## config.mk

```make
export PLATFORM = sky130hd
export DESIGN_NAME = alu_muldiv_ctrl
export DESIGN_NICKNAME = d
export VERILOG_FILES = /design/src/rtl/alu_muldiv_ctrl.sv
export SDC_FILE = /design/constraint.sdc
export NUM_CORES = 1
export LEC_CHECK = 0
export BUFFER_PORTS_ARGS = -buffer_cell sky130_fd_sc_hd__buf_2
export CAP_MARGIN = 20
export CORE_MARGIN = 5
export CORE_UTILIZATION = 35
export CTS_CLUSTER_SIZE = 40
export DETAILED_ROUTE_END_ITERATION = 12
export PLACE_DENSITY = 0.56
export SETUP_SLACK_MARGIN = 0.05
export SLEW_MARGIN = 20
export SYNTH_ARGS = -nofsm -noshare
export SYNTH_HDL_FRONTEND = slang
export SYNTH_SLANG_ARGS = --single-unit
export TNS_END_PERCENT = 50
```

## constraint.sdc

```tcl
create_clock -name clk -period 5 [get_ports clk]
set_clock_uncertainty 0.15 [all_clocks]
set_input_delay 1 -clock clk [delete_from_list [all_inputs] [get_ports clk]]
set_output_delay 1 -clock clk [all_outputs]
set_load 0.02 [all_outputs]
```

## src/rtl/alu_muldiv_ctrl.sv

```systemverilog
// ALU control decode plus an iterative multiply/divide engine that owns the HI/LO registers.
// One shift-add or restoring-divide step per cycle, then a sign-fix cycle; fixed latency.
module alu_muldiv_ctrl #(
    parameter int unsigned WIDTH = 32
) (
    input  logic             clk,
    input  logic             rst,
    input  logic             valid_in,
    input  logic [1:0]       alu_op,
    input  logic [5:0]       funct,
    input  logic [WIDTH-1:0] a,
    input  logic [WIDTH-1:0] b,
    output logic [3:0]       alu_control,
    output logic             illegal,
    output logic             stall,
    output logic             busy,
    output logic             done,
    output logic [WIDTH-1:0] hi,
    output logic [WIDTH-1:0] lo,
    output logic [WIDTH-1:0] result
);

    localparam int unsigned CW = $clog2(WIDTH + 1);

    typedef enum logic [1:0] {StIdle, StIter, StFix} state_e;

    state_e             state_q, state_d;
    logic [CW-1:0]      count_q, count_d;
    logic [WIDTH-1:0]   acc_q, acc_d;
    logic [WIDTH-1:0]   mq_q, mq_d;
    logic [WIDTH-1:0]   opnd_q, opnd_d;
    logic               is_div_q, is_div_d;
    logic               neg_res_q, neg_res_d;
    logic               neg_rem_q, neg_rem_d;
    logic               div0_q, div0_d;
    logic [WIDTH-1:0]   hi_q, hi_d;
    logic [WIDTH-1:0]   lo_q, lo_d;
    logic               done_q, done_d;

    logic               dec_ok;
    logic               is_md;
    logic               md_div;
    logic               md_signed;
    logic               sel_hi;
    logic               sel_lo;

    logic [WIDTH-1:0]   abs_a;
    logic [WIDTH-1:0]   abs_b;
    logic [WIDTH:0]     mul_sum;
    logic [WIDTH:0]     div_shift;
    logic               div_ge;
    logic [WIDTH-1:0]   div_diff;
    logic [2*WIDTH-1:0] prod;
    logic [2*WIDTH-1:0] prod_fix;
    logic [WIDTH-1:0]   quot_fix;
    logic [WIDTH-1:0]   rem_fix;

    always_comb begin
        alu_control = 4'b1111;
        dec_ok      = 1'b0;
        is_md       = 1'b0;
        md_div      = 1'b0;
        md_signed   = 1'b0;
        sel_hi      = 1'b0;
        sel_lo      = 1'b0;
        case (alu_op)
            2'b00: begin
                alu_control = 4'b0010;
                dec_ok      = 1'b1;
            end
            2'b01: begin
                alu_control = 4'b0111;
                dec_ok      = 1'b1;
            end
            2'b10: begin
                dec_ok = 1'b1;
                case (funct)
                    6'b100000: alu_control = 4'b0010;
                    6'b100010: alu_control = 4'b0110;
                    6'b100100: alu_control = 4'b0000;
                    6'b100101: alu_control = 4'b0001;
                    6'b100110: alu_control = 4'b0011;
                    6'b101010: alu_control = 4'b0111;
                    6'b010000: begin
                        alu_control = 4'b1000;
                        sel_hi      = 1'b1;
                    end
                    6'b010010: begin
                        alu_control = 4'b1000;
                        sel_lo      = 1'b1;
                    end
                    6'b011000: begin
                        alu_control = 4'b1001;
                        is_md       = 1'b1;
                        md_signed   = 1'b1;
                    end
                    6'b011001: begin
                        alu_control = 4'b1001;
                        is_md       = 1'b1;
                    end
                    6'b011010: begin
                        alu_control = 4'b1001;
                        is_md       = 1'b1;
                        md_div      = 1'b1;
                        md_signed   = 1'b1;
                    end
                    6'b011011: begin
                        alu_control = 4'b1001;
                        is_md       = 1'b1;
                        md_div      = 1'b1;
                    end
                    default: dec_ok = 1'b0;
                endcase
            end
            default: begin
                dec_ok = 1'b1;
                case (funct)
                    6'b001100: alu_control = 4'b0000;
                    6'b001101: alu_control = 4'b0001;
                    6'b001110: alu_control = 4'b0011;
                    default:   dec_ok      = 1'b0;
                endcase
            end
        endcase
    end

    assign illegal = valid_in & ~dec_ok;
    assign busy    = (state_q != StIdle);
    assign stall   = busy & valid_in & (is_md | sel_hi | sel_lo);
    assign result  = sel_hi ? hi_q : (sel_lo ? lo_q : '0);
    assign done    = done_q;
    assign hi      = hi_q;
    assign lo      = lo_q;

    assign abs_a = (md_signed && a[WIDTH-1]) ? -a : a;
    assign abs_b = (md_signed && b[WIDTH-1]) ? -b : b;

    // Multiply: {acc, mq} shifts right, adding the multiplicand into the top half.
    assign mul_sum = {1'b0, acc_q} + (mq_q[0] ? {1'b0, opnd_q} : '0);

    // Divide: remainder in acc, dividend shifts out of mq while quotient bits shift in.
    assign div_shift = {acc_q, mq_q[WIDTH-1]};
    assign div_ge    = (div_shift >= {1'b0, opnd_q});
    assign div_diff  = div_shift[WIDTH-1:0] - opnd_q;

    assign prod     = {acc_q, mq_q};
    assign prod_fix = neg_res_q ? -prod : prod;
    assign quot_fix = div0_q ? '1 : (neg_res_q ? -mq_q : mq_q);
    assign rem_fix  = neg_rem_q ? -acc_q : acc_q;

    always_comb begin
        state_d   = state_q;
        count_d   = count_q;
        acc_d     = acc_q;
        mq_d      = mq_q;
        opnd_d    = opnd_q;
        is_div_d  = is_div_q;
        neg_res_d = neg_res_q;
        neg_rem_d = neg_rem_q;
        div0_d    = div0_q;
        hi_d      = hi_q;
        lo_d      = lo_q;
        done_d    = 1'b0;
        unique case (state_q)
            StIdle: begin
                if (valid_in && is_md) begin
                    state_d   = StIter;
                    count_d   = CW'(WIDTH);
                    acc_d     = '0;
                    mq_d      = abs_a;
                    opnd_d    = abs_b;
                    is_div_d  = md_div;
                    neg_res_d = md_signed & (a[WIDTH-1] ^ b[WIDTH-1]);
                    neg_rem_d = md_signed & a[WIDTH-1];
                    div0_d    = (b == '0);
                end
            end
            StIter: begin
                if (is_div_q) begin
                    acc_d = div_ge ? div_diff : div_shift[WIDTH-1:0];
                    mq_d  = {mq_q[WIDTH-2:0], div_ge};
                end else begin
                    acc_d = mul_sum[WIDTH:1];
                    mq_d  = {mul_sum[0], mq_q[WIDTH-1:1]};
                end
                count_d = count_q - CW'(1);
                if (count_q == CW'(1)) begin
                    state_d = StFix;
                end
            end
            StFix: begin
                state_d = StIdle;
                done_d  = 1'b1;
                if (is_div_q) begin
                    hi_d = rem_fix;
                    lo_d = quot_fix;
                end else begin
                    {hi_d, lo_d} = prod_fix;
                end
            end
            default: state_d = StIdle;
        endcase
    end

    always_ff @(posedge clk) begin
        if (rst) begin
            state_q   <= StIdle;
            count_q   <= '0;
            acc_q     <= '0;
            mq_q      <= '0;
            opnd_q    <= '0;
            is_div_q  <= 1'b0;
            neg_res_q <= 1'b0;
            neg_rem_q <= 1'b0;
            div0_q    <= 1'b0;
            hi_q      <= '0;
            lo_q      <= '0;
            done_q    <= 1'b0;
        end else begin
            state_q   <= state_d;
            count_q   <= count_d;
            acc_q     <= acc_d;
            mq_q      <= mq_d;
            opnd_q    <= opnd_d;
            is_div_q  <= is_div_d;
            neg_res_q <= neg_res_d;
            neg_rem_q <= neg_rem_d;
            div0_q    <= div0_d;
            hi_q      <= hi_d;
            lo_q      <= lo_d;
            done_q    <= done_d;
        end
    end

endmodule
```

=== After elaboration in Yosys (flattened, before gate mapping) ===
Index checks and enable logic that the tools add are counted.

* Order comparisons: 1
* Reduce and logical (&&, ||, !) cells: 18
* Muxes and demuxes: 40
* Equal/unequal tests: 22
* Add/subtract/negate cells: 8
* Bitwise operators: 9

{| class="wikitable"
|+ Operators by type and width
! cell !! number
|-
| 32-bit 2-to-1 mux || 15
|-
| 32-bit negator || 4
|-
| 32-bit one-hot mux with 2 select lines || 2
|-
| 64-bit 2-to-1 mux || 1
|-
| 64-bit negator || 1
|-
| 6-bit by 5-bit == test with 1-bit output (second input constant) || 6
|-
| 6-bit == test (second input constant) || 6
|-
| 32-bit by 32-bit adder with 33-bit output || 1
|-
| 33-bit by 32-bit greater-or-equal comparator with 1-bit output || 1
|-
| 32-bit logical NOT || 1
|-
| 4-bit one-hot mux with 8 select lines || 1
|-
| 32-bit subtractor || 1
|-
| 4-bit one-hot mux with 3 select lines || 2
|-
| 6-bit by 4-bit == test with 1-bit output (second input constant) || 3
|-
| 1-bit 2-to-1 mux || 13
|-
| 6-bit one-hot mux with 2 select lines || 1
|-
| 12-bit OR reduction || 1
|-
| 2-bit OR reduction || 4
|-
| 6-bit by 1-bit == test with 1-bit output (second input constant) || 1
|-
| 6-bit 2-to-1 mux || 1
|-
| 2-bit AND reduction || 3
|-
| 6-bit by 1-bit subtractor with 6-bit output (second input constant) || 1
|-
| 1-bit AND || 5
|-
| 2-bit by 1-bit == test with 1-bit output (second input constant) || 2
|-
| 13 further kinds || 21
|}

* Input bits: 75
* Output and inout bits: 104
* Register bits: 173
* Word-level logic and storage cells: 110

=== Depth between registers and ports, before layout ===
* Depth after elaboration: 8
* Gate-level depth with buffers: 14
* Depth with buffers taken out: 13

=== Least setup slack after synthesis ===
OpenSTA, ideal clock, no wires.

* Kind: input to register
* Start point: in b[8]
* End point: reg opnd_q[26]
* Arrival: 3.431 ns
* Setup time: 0.086 ns
* Stages on the path: 7
* Path buffers: 0
* Required time: 4.764 ns
* Setup slack: 1.333 ns
* Cell sequence: or4_1 > or3_1 > or4_1 > or4_1 > o31ai_1 > xor2_1 > a211oi_1

* Cells in the longest elaborated chain, start to end: 2

{| class="wikitable"
|+ RTL lines
! element !! RTL line !! text
|-
| start, declared || 12 || <nowiki>input logic [WIDTH-1:0] b,</nowiki>
|-
| 32-bit negator || 136 || <nowiki>assign abs_b = (md_signed && b[WIDTH-1]) ? -b : b;</nowiki>
|-
| 32-bit 2-to-1 mux || 136 ||
|-
| end signal, assigned || 224 || <nowiki>opnd_q <= opnd_d;</nowiki>
|-
| end, declared || 31 || <nowiki>logic [WIDTH-1:0] opnd_q, opnd_d;</nowiki>
|}

No other way between the ends.
A chain may end at the register's enable or synchronous reset.

=== Final worst setup path ===
* Start point: in funct[2]
* End point: out result[9]

* Cells in the longest elaborated chain, start to end: 5
* Elaborated cells on any way between the ends: 8
* Classes of those cells: 2 x eq/ne; 6 x mux

{| class="wikitable"
|+ RTL lines
! element !! RTL line !! text
|-
| start, declared || 10 || <nowiki>input logic [5:0] funct,</nowiki>
|-
| 6-bit by 5-bit == test with 1-bit output || 77 || <nowiki>case (funct)</nowiki>
|-
| 1-bit 2-to-1 mux || 77 ||
|-
| 1-bit 2-to-1 mux || 66 || <nowiki>case (alu_op)</nowiki>
|-
| 32-bit 2-to-1 mux || 130 || <nowiki>assign result = sel_hi ? hi_q : (sel_lo ? lo_q : '0);</nowiki>
|-
| 32-bit 2-to-1 mux * || 130 ||
|-
| end, declared || 20 || <nowiki>output logic [WIDTH-1:0] result</nowiki>
|}

Every way passes the cells marked *; elsewhere a longest branch is shown, timed or not.

==> impl_metrics.tcl <==
set metrics [dict create \
    cp_max_fo 21 \
    swShare_pct 27.7 \
    ir_worst_vdd_mv 0.267 \
    finalHoldViolations 0 \
    utilization_pct 40.2 \
    post_cts_buffers 0 \
    cts_tree "done" \
    period_needed_ns 4.05 \
    ys_warn_count 0 \
    timing.critical_path.buf_inv 3 \
    cp.arrival_ns 2.90 \
    fp.dieH_um 211 \
    pwr_density_cell_mw_per_mm2 197 \
    netlist.area_leader.share_pct 24.4 \
    wl_per_cell_um 19.4 \
    synth_edf_count 0 \
    syn_avg_cell_area_um2 7.45 \
    p_sw_mw 0.878 \
    post-synth-top-count-cell "nor2_1" \
    slew_violations 0 \
    route.layer.met1.wl_um 23800 \
    worst_pin_slew_ns 1.06 \
    synth-seq-area-share_pct 24.4 \
    total_power_mw 3.17 \
    synth_largest_area_cell "dfxtp_1" \
    min_period_over_period_pct 81.0 \
    num_antenna_cells 0 \
    synthTopCellsByArea "dfxtp_1 (24%), a211oi_1 (7.3%), nor2_1 (6.9%)" \
    wl_um 49200 \
    p_clk_share_pct 44.9 \
    max_freq_mhz 247 \
    cts_root_buf "clkbuf_16" \
    grtUsageTotal_pct 21.1 \
    fin_cells 2533 \
    clkTransAtPathRegs_ns 0.08 \
    postSynth.asyncResetShare_pct 0 \
    num_rows 73 \
    synthToLayoutAreaGrowth_pct 13.2 \
    synthTopCellsByCount "nor2_1 (261), dfxtp_1 (173), nand2_1 (158)" \
    drc 0 \
    dp_hpwl_um 38300 \
    postCtsHoldBufs 0 \
    cts_sinks 173 \
    timing.hold.ws_ns 0.322 \
    synth_top_flop_cell "dfxtp_1" \
    first_global_vias 13200 \
    min_path_type "reg2reg" \
    met3_length_um 2630 \
    slew-limit-headroom_pct 29.2 \
    htree_levels 4 \
    postPlaceCellArea_mm2 0.0154 \
    routed.top_layer "met4" \
    layout_setup_ws_ns 0.948 \
    design_area_mm2 0.0161 \
    core-area_mm2 0.0399 \
    dp.cells 2501 \
    dieArea_mm2 0.0446 \
    portBuffers 178 \
    antenna_found_initial 0 \
    grt_max_degree 75 \
    rsz0062_at_grt "false" \
    cp.required_ns 3.85 \
    max_stage_delay_ns 0.44 \
    maxCapViolations 0 \
    setup_viol 0 \
    status "completed" \
    pre_cts_ws_ns 0.859 \
    nNetsFinal 2142 \
    grt_pass1_wl_um 75900 \
    ys_seq_elements 173 \
    fin_setup_tns_ns 0 \
    cp-start-kind "input port" \
    ioPinCount 179 \
    cp-end-kind "output port" \
    cp_top_family "simple AND/OR/NAND/NOR gates" \
    syn-num-nets 2050 \
    leakage_nw 6.47 \
    drt_pass1_iterations 5 \
    slowest_stage "nor3b_1" \
    synth_cell_types 73 \
    path_cells "buf_2 -> nor3b_1 -> nor3b_1 -> nand2_1 -> buf_4 -> nor2_1 -> buf_2" \
    insertion_delay_ns 0.45 \
    netlist_instances 1903 \
    ctsResizeCount 0 \
    met2_length_um 21800 \
    combPwrFrac_pct 11.1 \
    avgViaCountPerCell 5.70 \
    final_antenna_net_count 0 \
    gp_congestion 0.939 \
    syn_area_mm2 0.0142 \
    p_seq_share_pct 44.0 \
    fp.dieW_um 211 \
    final_layout_size_suffix_gt1_share_pct 13.0 \
    cts_made_buffers 17 \
    n_fill_cell 4161 \
    clockBufferDepth 2 \
    grt_overflow 0 \
    worstSetupPathType "in2out" \
    initial_core_util_pct 35.5 \
    drt_first_iter_violations 1111 \
    num_vias 14400 \
    p_int_mw 2.29 \
]
-- layout make-up --
cell class	instances	area, um2	area share [%]
clock inverters	13	171	1.07
flip-flops and latches	173	3470	21.6
clock buffers	19	443	2.76
multi-input cells	1533	9980	62.2
repair buffers	200	1070	6.67
well taps	525	657	4.09
inverters	70	263	1.64
-- state kept, by name, indices dropped and copies added (netlist names) --
name       count
acc_q         32
hi            32
lo            32
mq_q          32
opnd_q        32
count_q        6
state_q        2
div0_q         1
done           1
is_div_q       1
neg_rem_q      1
neg_res_q      1
-- cell families (layout without fill, tap and decap cells) --
group | Yosys count | after routing | synth area share, %
xor+xnor | 167 | 167 | 10.3
fa+ha+maj | 72 | 72 | 6.46
buf+inv | 197 | 302 | 5.36
compound gates | 584 | 584 | 27.0
mux | 86 | 86 | 6.11
flops | 173 | 173 | 24.4
simple gates | 624 | 624 | 20.3
-- placed cells by master, fill, tap and decap left out, drive strengths merged, types with 9 or more instances in the layout --
cell type | netlist | final
or4 | 14 | 14
a311oi | 14 | 14
a211oi | 137 | 137
nor2b | 14 | 14
o21bai | 10 | 10
a31oi | 24 | 24
a22oi | 13 | 13
o21ai | 108 | 108
nand4 | 16 | 16
ha | 70 | 70
nand2 | 158 | 158
mux2i | 81 | 81
and3 | 15 | 15
o211ai | 9 | 9
buf | 16 | 200
nand2b | 14 | 14
a21o | 24 | 24
a21oi | 147 | 147
and2 | 9 | 9
dfxtp | 173 | 173
nand3 | 21 | 21
nor2 | 261 | 261
or2 | 9 | 9
or3 | 30 | 30
clkbuf | 111 | 19
o41ai | 9 | 9
inv | 69 | 75
nor4 | 17 | 17
xnor2 | 79 | 79
xor2 | 88 | 88
nor3 | 25 | 25
o31ai | 24 | 24
-- metal layers --
layer / vias up / GRT usage [%]
met1: 6859 / 31.2
met4: 0 / 5.29
met2: 414 / 32.4
li1: 7112 / -
met3: 57 / 3.08
met5: - / 0
-- worst min-delay path, cell delays in order, from the launching register on --
cell and delay [ns]:
dfxtp_1 0.33, nand2_1 0.06, a21oi_1 0.05
-- path summary, 6_finish.rpt --
kind                  from         to  slack (ns)  depth (start not counted)
setup / recovery  funct[2]  result[9]        0.95                          7
hold reg to reg     hi[27]     hi[27]        0.32                          2
hold / removal      hi[27]     hi[27]        0.32                          2
setup reg to reg  mq_q[31]  acc_q[26]        1.01                         13
-- power by group through the flow --
| stage | Sequential (mW) | Combinational, mW | Clock [mW] |
|---|---|---|---|
| after floorplan | 1.42 | 0.234 | 0 |
| after global placement | 1.43 | 0.343 | 0 |
| after detailed placement | 1.43 | 0.347 | 0 |
| after CTS | 1.39 | 0.348 | 1.45 |
| after global routing | 1.39 | 0.384 | 1.50 |
| final | 1.39 | 0.351 | 1.42 |
No activity file was read; power rests on OpenSTA's default activity.
